## src/rtl/muldiv_seq.sv

```systemverilog
// muldiv_seq: iterative 32x32 multiply/divide sequencer (MULT/MULTU/DIV/DIVU, HI/LO) for EX.
// Has no adder of its own. Every add/sub/invert step goes to the shared ALU through alu_*.
// EX hands the ALU to this block while busy=1, and the hazard unit stalls on busy.
//
// Optional feature: define MULDIV_SIGNED_EN to enable signed ops (op[1]=1). Signed ops use
// sign-magnitude: PRE_A/PRE_B take the magnitudes, and POST_LO/POST_HI fix the signs.
// When MULDIV_SIGNED_EN is undefined, op[1] is ignored and every op is unsigned.
//
// Ports:
//   clk, rst            rising-edge clock, asynchronous active-high reset
//   start, op, a, b     launch request; accepted only while busy=0 (IDLE or DONE)
//                       op[0]: 0=mul 1=div, op[1]: 1=signed
//   busy                op in progress, ALU owned by this block
//   done                one-cycle pulse; hi/lo/div_by_zero valid from this cycle on
//   hi, lo              product[63:32]/remainder, product[31:0]/quotient
//   div_by_zero         last div had b==0; held until the next accept
//   alu_con/in1/in2     request to shared ALU (E=addu, F=subu, 5=xnor)
//   alu_result          combinational ALU result for the current request
module muldiv_seq #(
   parameter int unsigned WIDTH = 32,
   parameter int unsigned CNT_W = 6
) (
   input  logic             clk,
   input  logic             rst,
   input  logic             start,
   input  logic [1:0]       op,
   input  logic [WIDTH-1:0] a,
   input  logic [WIDTH-1:0] b,
   output logic             busy,
   output logic             done,
   output logic [WIDTH-1:0] hi,
   output logic [WIDTH-1:0] lo,
   output logic             div_by_zero,
   output logic [3:0]       alu_con,
   output logic [WIDTH-1:0] alu_in1,
   output logic [WIDTH-1:0] alu_in2,
   input  logic [WIDTH-1:0] alu_result
);

`ifdef MULDIV_SIGNED_EN
   localparam bit SignedEn = 1'b1;
`else
   localparam bit SignedEn = 1'b0;
`endif

   localparam logic [3:0] AluAddu = 4'hE;
   localparam logic [3:0] AluSubu = 4'hF;
   localparam logic [3:0] AluXnor = 4'h5;
   localparam logic [CNT_W-1:0] LastCnt = CNT_W'(WIDTH - 1);

   typedef enum logic [2:0] {
      StIdle,
      StPreA,
      StPreB,
      StRun,
      StPostLo,
      StPostHi,
      StDone
   } state_e;

   state_e            state_q, state_d;
   logic [CNT_W-1:0]  cnt_q, cnt_d;
   logic [WIDTH-1:0]  hi_q, hi_d;
   logic [WIDTH-1:0]  lo_q, lo_d;
   logic [WIDTH-1:0]  b_q, b_d;          // multiplicand / divisor (magnitude after PRE_B)
   logic              is_div_q, is_div_d;
   logic              is_signed_q, is_signed_d;
   logic              sign_a_q, sign_a_d;
   logic              sign_b_q, sign_b_d;
   logic              lo_zero_q, lo_zero_d;
   logic              busy_q, busy_d;
   logic              done_q, done_d;
   logic              dbz_q, dbz_d;

   logic [WIDTH-1:0]  r_sh;
   logic              div_ok;
   logic              mul_carry;
   logic              negate;

   always_comb begin
      state_d     = state_q;
      cnt_d       = cnt_q;
      hi_d        = hi_q;
      lo_d        = lo_q;
      b_d         = b_q;
      is_div_d    = is_div_q;
      is_signed_d = is_signed_q;
      sign_a_d    = sign_a_q;
      sign_b_d    = sign_b_q;
      lo_zero_d   = lo_zero_q;
      dbz_d       = dbz_q;

      alu_con = AluAddu;
      alu_in1 = '0;
      alu_in2 = '0;

      // Partial remainder shifted left by one; hi_q[WIDTH-1] is its implicit 33rd bit.
      r_sh      = {hi_q[WIDTH-2:0], lo_q[WIDTH-1]};
      div_ok    = 1'b0;
      mul_carry = 1'b0;
      negate    = sign_a_q ^ sign_b_q;

      case (state_q)
         StIdle, StDone: begin
            if (start) begin
               is_div_d    = op[0];
               is_signed_d = op[1] & SignedEn;
               sign_a_d    = a[WIDTH-1];
               sign_b_d    = b[WIDTH-1];
               b_d         = b;
               cnt_d       = '0;
               dbz_d       = 1'b0;
               if (op[0] && (b == '0)) begin
                  hi_d    = a;
                  lo_d    = '1;
                  dbz_d   = 1'b1;
                  state_d = StDone;
               end else begin
                  hi_d    = '0;
                  lo_d    = a;
                  state_d = (op[1] & SignedEn) ? StPreA : StRun;
               end
            end else if (state_q == StDone) begin
               state_d = StIdle;
            end
         end

         StPreA: begin
            alu_con = AluSubu;
            alu_in2 = lo_q;
            if (sign_a_q) lo_d = alu_result;
            state_d = StPreB;
         end

         StPreB: begin
            alu_con = AluSubu;
            alu_in2 = b_q;
            if (sign_b_q) b_d = alu_result;
            state_d = StRun;
         end

         StRun: begin
            if (is_div_q) begin
               alu_con = AluSubu;
               alu_in1 = r_sh;
               alu_in2 = b_q;
               // No borrow when the difference did not wrap above r_sh.
               div_ok  = hi_q[WIDTH-1] | (alu_result <= r_sh);
               if (div_ok) begin
                  hi_d = alu_result;
                  lo_d = {lo_q[WIDTH-2:0], 1'b1};
               end else begin
                  hi_d = r_sh;
                  lo_d = {lo_q[WIDTH-2:0], 1'b0};
               end
            end else begin
               alu_con = AluAddu;
               alu_in1 = hi_q;
               alu_in2 = b_q;
               if (lo_q[0]) begin
                  mul_carry = (alu_result < hi_q);
                  hi_d      = {mul_carry, alu_result[WIDTH-1:1]};
                  lo_d      = {alu_result[0], lo_q[WIDTH-1:1]};
               end else begin
                  hi_d = {1'b0, hi_q[WIDTH-1:1]};
                  lo_d = {hi_q[0], lo_q[WIDTH-1:1]};
               end
            end
            if (cnt_q == LastCnt) begin
               cnt_d   = '0;
               state_d = is_signed_q ? StPostLo : StDone;
            end else begin
               cnt_d = cnt_q + CNT_W'(1);
            end
         end

         StPostLo: begin
            alu_con   = AluSubu;
            alu_in2   = lo_q;
            lo_zero_d = (lo_q == '0);
            if (negate) lo_d = alu_result;
            state_d = StPostHi;
         end

         StPostHi: begin
            // Negating a 64-bit value: the high word needs the borrow only when lo was zero,
            // otherwise it is just inverted.
            if (is_div_q || lo_zero_q) begin
               alu_con = AluSubu;
               alu_in2 = hi_q;
            end else begin
               alu_con = AluXnor;
               alu_in1 = hi_q;
            end
            if (is_div_q) begin
               if (sign_a_q) hi_d = alu_result;
            end else if (negate) begin
               hi_d = alu_result;
            end
            state_d = StDone;
         end

         default: state_d = StIdle;
      endcase

      busy_d = (state_d == StPreA) || (state_d == StPreB) || (state_d == StRun) ||
               (state_d == StPostLo) || (state_d == StPostHi);
      done_d = (state_d == StDone);
   end

   always_ff @(posedge clk or posedge rst) begin
      if (rst) begin
         state_q     <= StIdle;
         cnt_q       <= '0;
         hi_q        <= '0;
         lo_q        <= '0;
         b_q         <= '0;
         is_div_q    <= 1'b0;
         is_signed_q <= 1'b0;
         sign_a_q    <= 1'b0;
         sign_b_q    <= 1'b0;
         lo_zero_q   <= 1'b0;
         busy_q      <= 1'b0;
         done_q      <= 1'b0;
         dbz_q       <= 1'b0;
      end else begin
         state_q     <= state_d;
         cnt_q       <= cnt_d;
         hi_q        <= hi_d;
         lo_q        <= lo_d;
         b_q         <= b_d;
         is_div_q    <= is_div_d;
         is_signed_q <= is_signed_d;
         sign_a_q    <= sign_a_d;
         sign_b_q    <= sign_b_d;
         lo_zero_q   <= lo_zero_d;
         busy_q      <= busy_d;
         done_q      <= done_d;
         dbz_q       <= dbz_d;
      end
   end

   assign busy        = busy_q;
   assign done        = done_q;
   assign hi          = hi_q;
   assign lo          = lo_q;
   assign div_by_zero = dbz_q;

endmodule

```

## config.mk

```make
export PLATFORM = sky130hd
export DESIGN_NAME = muldiv_seq
export DESIGN_NICKNAME = d
export VERILOG_FILES = /design/src/rtl/muldiv_seq.sv
export SDC_FILE = /design/constraint.sdc
export NUM_CORES = 1
export LEC_CHECK = 0
export ABC_CLOCK_PERIOD_IN_PS = 8630
export CAP_MARGIN = 40
export CORE_AREA = 10 10 142 144
export DETAILED_ROUTE_END_ITERATION = 8
export DIE_AREA = 0 0 152 154
export PLACE_DENSITY = 0.9
export SLEW_MARGIN = 20
export SYNTH_ARGS = -nofsm -noshare
export SYNTH_HDL_FRONTEND = slang
export SYNTH_SLANG_ARGS = --single-unit
```

## constraint.sdc

```tcl
create_clock -name clk -period 8.63 [get_ports clk]
set_clock_uncertainty 0.1 [all_clocks]
set_input_delay 2.589 -clock clk [delete_from_list [all_inputs] [get_ports clk]]
set_output_delay 2.589 -clock clk [all_outputs]
set_load 0.005 [all_outputs]
```

# Word level (Yosys, flattened, before mapping)
# Index checks and enable logic that the tools add are counted.
[totals] elab_cells=93 mem_bits_rw=0 mem_bits_ro=0 mem_count=0 latch_bits=0 in_bits=101 reg_bits=112
[op_classes] n_mul=0 eq_ne=19 div=0 bitwise_logic=2 n_reduce_logical=22 shift=0 add_sub_neg=1 muxes=35 order_cmp=2
[ops] operator="two-way mux 32 bit" n=17
[ops] operator="case mux 32 bit (3 select lines)" n=2
[ops] operator="case mux 32 bit (2 select lines)" n=2
[ops] operator="case mux 32 bit (4 select lines)" n=1
[ops] operator="zero test 32 bit" n=2
[ops] operator="less-or-equal comparator 32 bit" n=1
[ops] operator="< comparator 32 bit" n=1
[ops] operator="equality test 3 bit (second input constant)" n=6
[ops] operator="case mux 3 bit (6 select lines)" n=1
[ops] operator="equality test 3 x 2 -> 1 bit (second input constant)" n=4
[ops] operator="two-way mux 3 bit" n=4
[ops] operator="two-way mux 6 bit" n=2
[ops] operator="case mux 4 bit (3 select lines)" n=1
[ops] operator="case mux 6 bit (2 select lines)" n=1
[ops] operator="inequality test 2 bit (second input constant)" n=4
[ops] operator="AND reduction 4 bit" n=2
[ops] operator="adder 6 x 1 -> 6 bit (second input constant)" n=1
[ops] operator="equality test 3 x 1 -> 1 bit (second input constant)" n=2
[ops] operator="equality test 6 x 5 -> 1 bit (second input constant)" n=1
[ops] operator="inequality test 3 bit (second input constant)" n=2
[ops] operator="OR reduction 2 bit" n=3
[ops] operator="logical OR 1 bit" n=5
[ops] operator="two-way mux 4 bit" n=1
[ops] operator="AND reduction 2 bit" n=2
[ops] operator="10 further kinds" n=13

# Logic depth before layout (Yosys ltp)
[depth] ltp_word=10 mapped_depth=10 depth_no_buf=9

# Least setup slack after synthesis
# Ideal clock, no wire load.
[synth_path] kind="input -> register" from="input port alu_result[14]" to="register hi_q[10] (netlist: hi[10])" t_required_ns=8.448 setup_time_ns=0.082 cell_stages=9 slack_ns=3.856 arrival_ns=4.592 path_cell_list="ha_1 > a21oi_2 > nand2_1 > a221o_1 > o31a_1 > o21ai_4 > buf_4 > mux2_2 > a31oi_1"
[synth_via] elab_chain_len=5
[synth_rtl] element="start: declaration" line_no="37" text="input logic [WIDTH-1:0] alu_result"
[synth_rtl] element="less-or-equal comparator 32 bit" line_no="148" text="div_ok = hi_q[WIDTH-1] | (alu_result <= r_sh);"
[synth_rtl] element="OR 1 bit" line_no="148"
[synth_rtl] element="two-way mux 32 bit" line_no="149" text="if (div_ok) begin"
[synth_rtl] element="two-way mux 32 bit" line_no="143" text="if (is_div_q) begin"
[synth_rtl] element="case mux 32 bit (3 select lines)" line_no="103" text="case (state_q)"
[synth_rtl] element="end signal: assignment" line_no="229" text="hi_q <= hi_d;"
[synth_rtl] element="end: declaration" line_no="63" text="logic [WIDTH-1:0] hi_q, hi_d;"
# Every way passes these cells.
# A chain may end at the register's enable or synchronous reset.

# Final worst setup path
[layout_path] from="register state_q[1]" to="output port alu_in1[22]"
[layout_via] elab_chain_len=2 elab_cells_between_ends=3 cone_classes="eq/ne (2); mux (1)"
[layout_rtl] element="start: declaration" line_no="61" text="state_e state_q, state_d;"
[layout_rtl] element="start signal: assignment" line_no="213" text="state_q <= StIdle;"
[layout_rtl] element="start signal: assignment" line_no="227" text="state_q <= state_d;"
[layout_rtl] element="equality test 3 bit / equality test 3 x 2 -> 1 bit (equally long branches)" line_no="103"
[layout_rtl] element="case mux 32 bit (2 select lines) (*)" line_no="103"
[layout_rtl] element="end: declaration" line_no="35" text="output logic [WIDTH-1:0] alu_in1,"
# Mark *: on every way between the ends. The rest lies on a longest branch, timed or not.

==> run metrics <==
DR pass1 iterations 7; Syn Nets 1,367; Worst IR Drop VDD 0.000187 V; unrepaired setup endpoints after global routing no; CTS tree yes; Hold Crit Class reg2reg; post-cts sizing count 0; status complete, no violations; vias 10,466; Die Y 154 um; Die Wd 152 um; CP endpoint kind output pin; antenna cells 0; yosys warns 0; hold_buf cts 0; post-synth top area cell dfrtp_1; Pwr Total 4.71 mW; Filler Cell Count 1,329; CTS sink cnt 112; CP arrival 3.49 ns; global-route wire length before repair 56,600 um; DR iter-0 viols 1,195; multi-input logic area 0.00599 sq mm; row cnt 48; Setup Fix Bufs, Post-CTS 0; Storage cell area 0.00281 sq mm; Slew @ Worst Pin 0.810 ns; Vias/cell 6.47; full die area 0.0234 sq mm; placed insts 1,600; Final Instance Count excl. Fillers 1,618; async set-or-reset flop fraction in the synthesized netlist 1.00; min Tclk post-route 6.18 ns; worst-path fanout max 17; fmax 162 MHz; Slew Limit Fails 0; I/O Pins 236; post-route ant nets 0; number of synthesized flops with an enable pin 0; setup TNS 0 ns; CTS Buf Count 9; power density over cell area 385 mW/mm^2; remaining global-route overflow 0; P_leak 5.30 nW; GRT Util Overall 0.289; Tcrit/Tclk final 0.716; Max Cap Viol 0; vias in the first global route 10,511; HPWL after DPL 25,700 um; layout cells sized above 1 0.0632; Post-Route WL 35,500 um; Worst-path clk slew 0.08 ns; DR DRC count 0; Seq/Total Area, Yosys 0.300; pin count of the biggest net entering global routing 59; clk_lat worst skew 0.37 ns; initial antenna violation count 0; area share of the largest cell type after synthesis 0.300; final core occ 0.712; CTS H-Tree Depth 3; main area contributors after synthesis dfrtp_1 30%, mux2i_1 10%, ha_1 9.0%; Initial Utilization 0.544; CP Launch Type flop; setup violators final 0; DR WL/cell 22.0 um; clk root buf clkbuf_16; WS Path Type reg2out; endpoints failing hold 0; top_reg_cell synth dfrtp_1; port bufs 233; area post-placement 0.0119 sq mm; Final Wtd Congestion 0.859; #FFs+latches synth 112; Core Footprint 0.0172 sq mm; net total in the final layout 1,556; CP required 5.94 ns; Final Cell Area 0.0122 sq mm; Post-Syn Instances 1,199; Avg Cell Area, Syn 7.80 sq um; Max Root-Sink Buffers 2; Synth cell types 54; netlist area before placement 0.00935 sq mm; Area growth, synth to finish 30.9%; Rel. slew slack 0.459
-- through the flow --
| stage | hold WS (ns) | setup WS (ns) |
|---|---|---|
| 2_1_floorplan | 0.346 | 2.98 |
| 3_3_place_gp | 0.361 | 2.50 |
| 3_5_place_dp | 0.371 | 2.42 |
| 4_1_cts | 0.386 | 2.48 |
| 5_1_grt | 0.403 | 2.34 |
| 6_report | 0.385 | 2.45 |
-- cell usage after synthesis, drive strengths merged (3+ instances only) --
cell / instances
nor2: 113
nand2: 217
nor4: 16
a21oi: 91
nand2b: 4
mux2: 33
dfrtp: 112
clkbuf: 54
ha: 67
a222oi: 32
o211ai: 3
o21a: 4
a31oi: 62
nor2b: 3
a2111oi: 3
a211oi: 4
nand3: 12
and3: 5
buf: 26
nand4: 17
nor3: 5
mux2i: 97
a21o: 4
inv: 72
o21ai: 111
-- area by class of cell --
type                       count  share of cell area
inverter                      72              0.0223
clock inverter                 4             0.00235
clock buffer                  12              0.0193
sequential                   112               0.229
timing repair buffer         258               0.214
multi-input combinational    935               0.489
tap                          225              0.0230
-- power by group --
part	internal, mW	switching (mW)	leakage (nW)
clock network	0.198	0.211	0.123
registers	0.789	0.441	1.34
logic	1.49	1.58	3.84
total	2.48	2.23	5.30
-- logic make-up (layout without fill, tap and decap cells) --
family	after synthesis	count (layout)	synth area share
AOI/OAI and AO/OA	333	333	0.219
xor gates and xnor gates	2	2	0.00187
adders and majority gates	67	67	0.0896
buffers and inverters	152	346	0.0653
DFF	112	112	0.300
muxes	130	130	0.144
other	1	1	0.000401
and+or+nand+nor	402	402	0.181
-- flip-flops by register name, summed over array words and instances, names as in the netlist --
signal and count:
hi 32, busy 1, lo_zero_q 1, done 1, sign_b_q 1, sign_a_q 1
div_by_zero 1, lo 32, b_q 32, is_div_q 1, state_q 3, cnt_q 6
-- placed cells by master, fill, tap and decap left out, types with 3 or more instances in the layout --
master / instances
a31oi_1: 62
clkbuf_1: 3
clkbuf_16: 9
o21ai_0: 110
nand2_1: 217
o21a_1: 4
a21o_1: 4
a222oi_1: 32
nor3_1: 4
nand2b_1: 4
nand3_1: 12
and3_1: 4
a21oi_1: 88
nor4_1: 16
clkdlybuf4s50_1: 233
a2111oi_0: 3
nand4_1: 17
nor2_1: 109
o211ai_1: 3
buf_16: 4
a211oi_1: 4
nor2b_1: 3
buf_8: 3
mux2_2: 33
ha_1: 67
mux2i_1: 97
dfrtp_1: 110
nor2_2: 3
buf_4: 18
inv_1: 69
-- metal layers --
metal  track usage  wire length (um)
met1         0.340             13300
met3        0.0703              3830
met5             0                 0
met4         0.135              1260
met2         0.486             17200
-- path summary, 6_finish.rpt --
| check | end | from | cells past startpoint | slack, ns |
|---|---|---|---|---|
| min in group asynchronous | b_q[29]$_DFFE_PP0P_ | rst | 2 | 2.34 |
| max in group asynchronous | hi[15]$_DFFE_PP0P_ | rst | 4 | 4.83 |
| max reg2reg | hi[5]$_DFFE_PP0P_ | hi[4]$_DFFE_PP0P_ | 10 | 5.00 |
| min reg2reg | b_q[8]$_DFFE_PP0P_ | b_q[8]$_DFFE_PP0P_ | 2 | 0.39 |
| max | alu_in1[22] | state_q[1]$_DFF_PP0_ | 7 | 2.45 |
| min | b_q[8]$_DFFE_PP0P_ | b_q[8]$_DFFE_PP0P_ | 2 | 0.39 |
-- worst max-delay path, cell delays in order (launching register included) --
cell and delay, ns:
dfrtp_1 0.70, nand2_1 0.31, or3_1 0.40, nand2_1 0.60, buf_4 0.41, nand2_1 0.08
nand2_1 0.08, clkdlybuf4s50_1 0.53
Note: power is estimated with default switching activity, not from simulation.
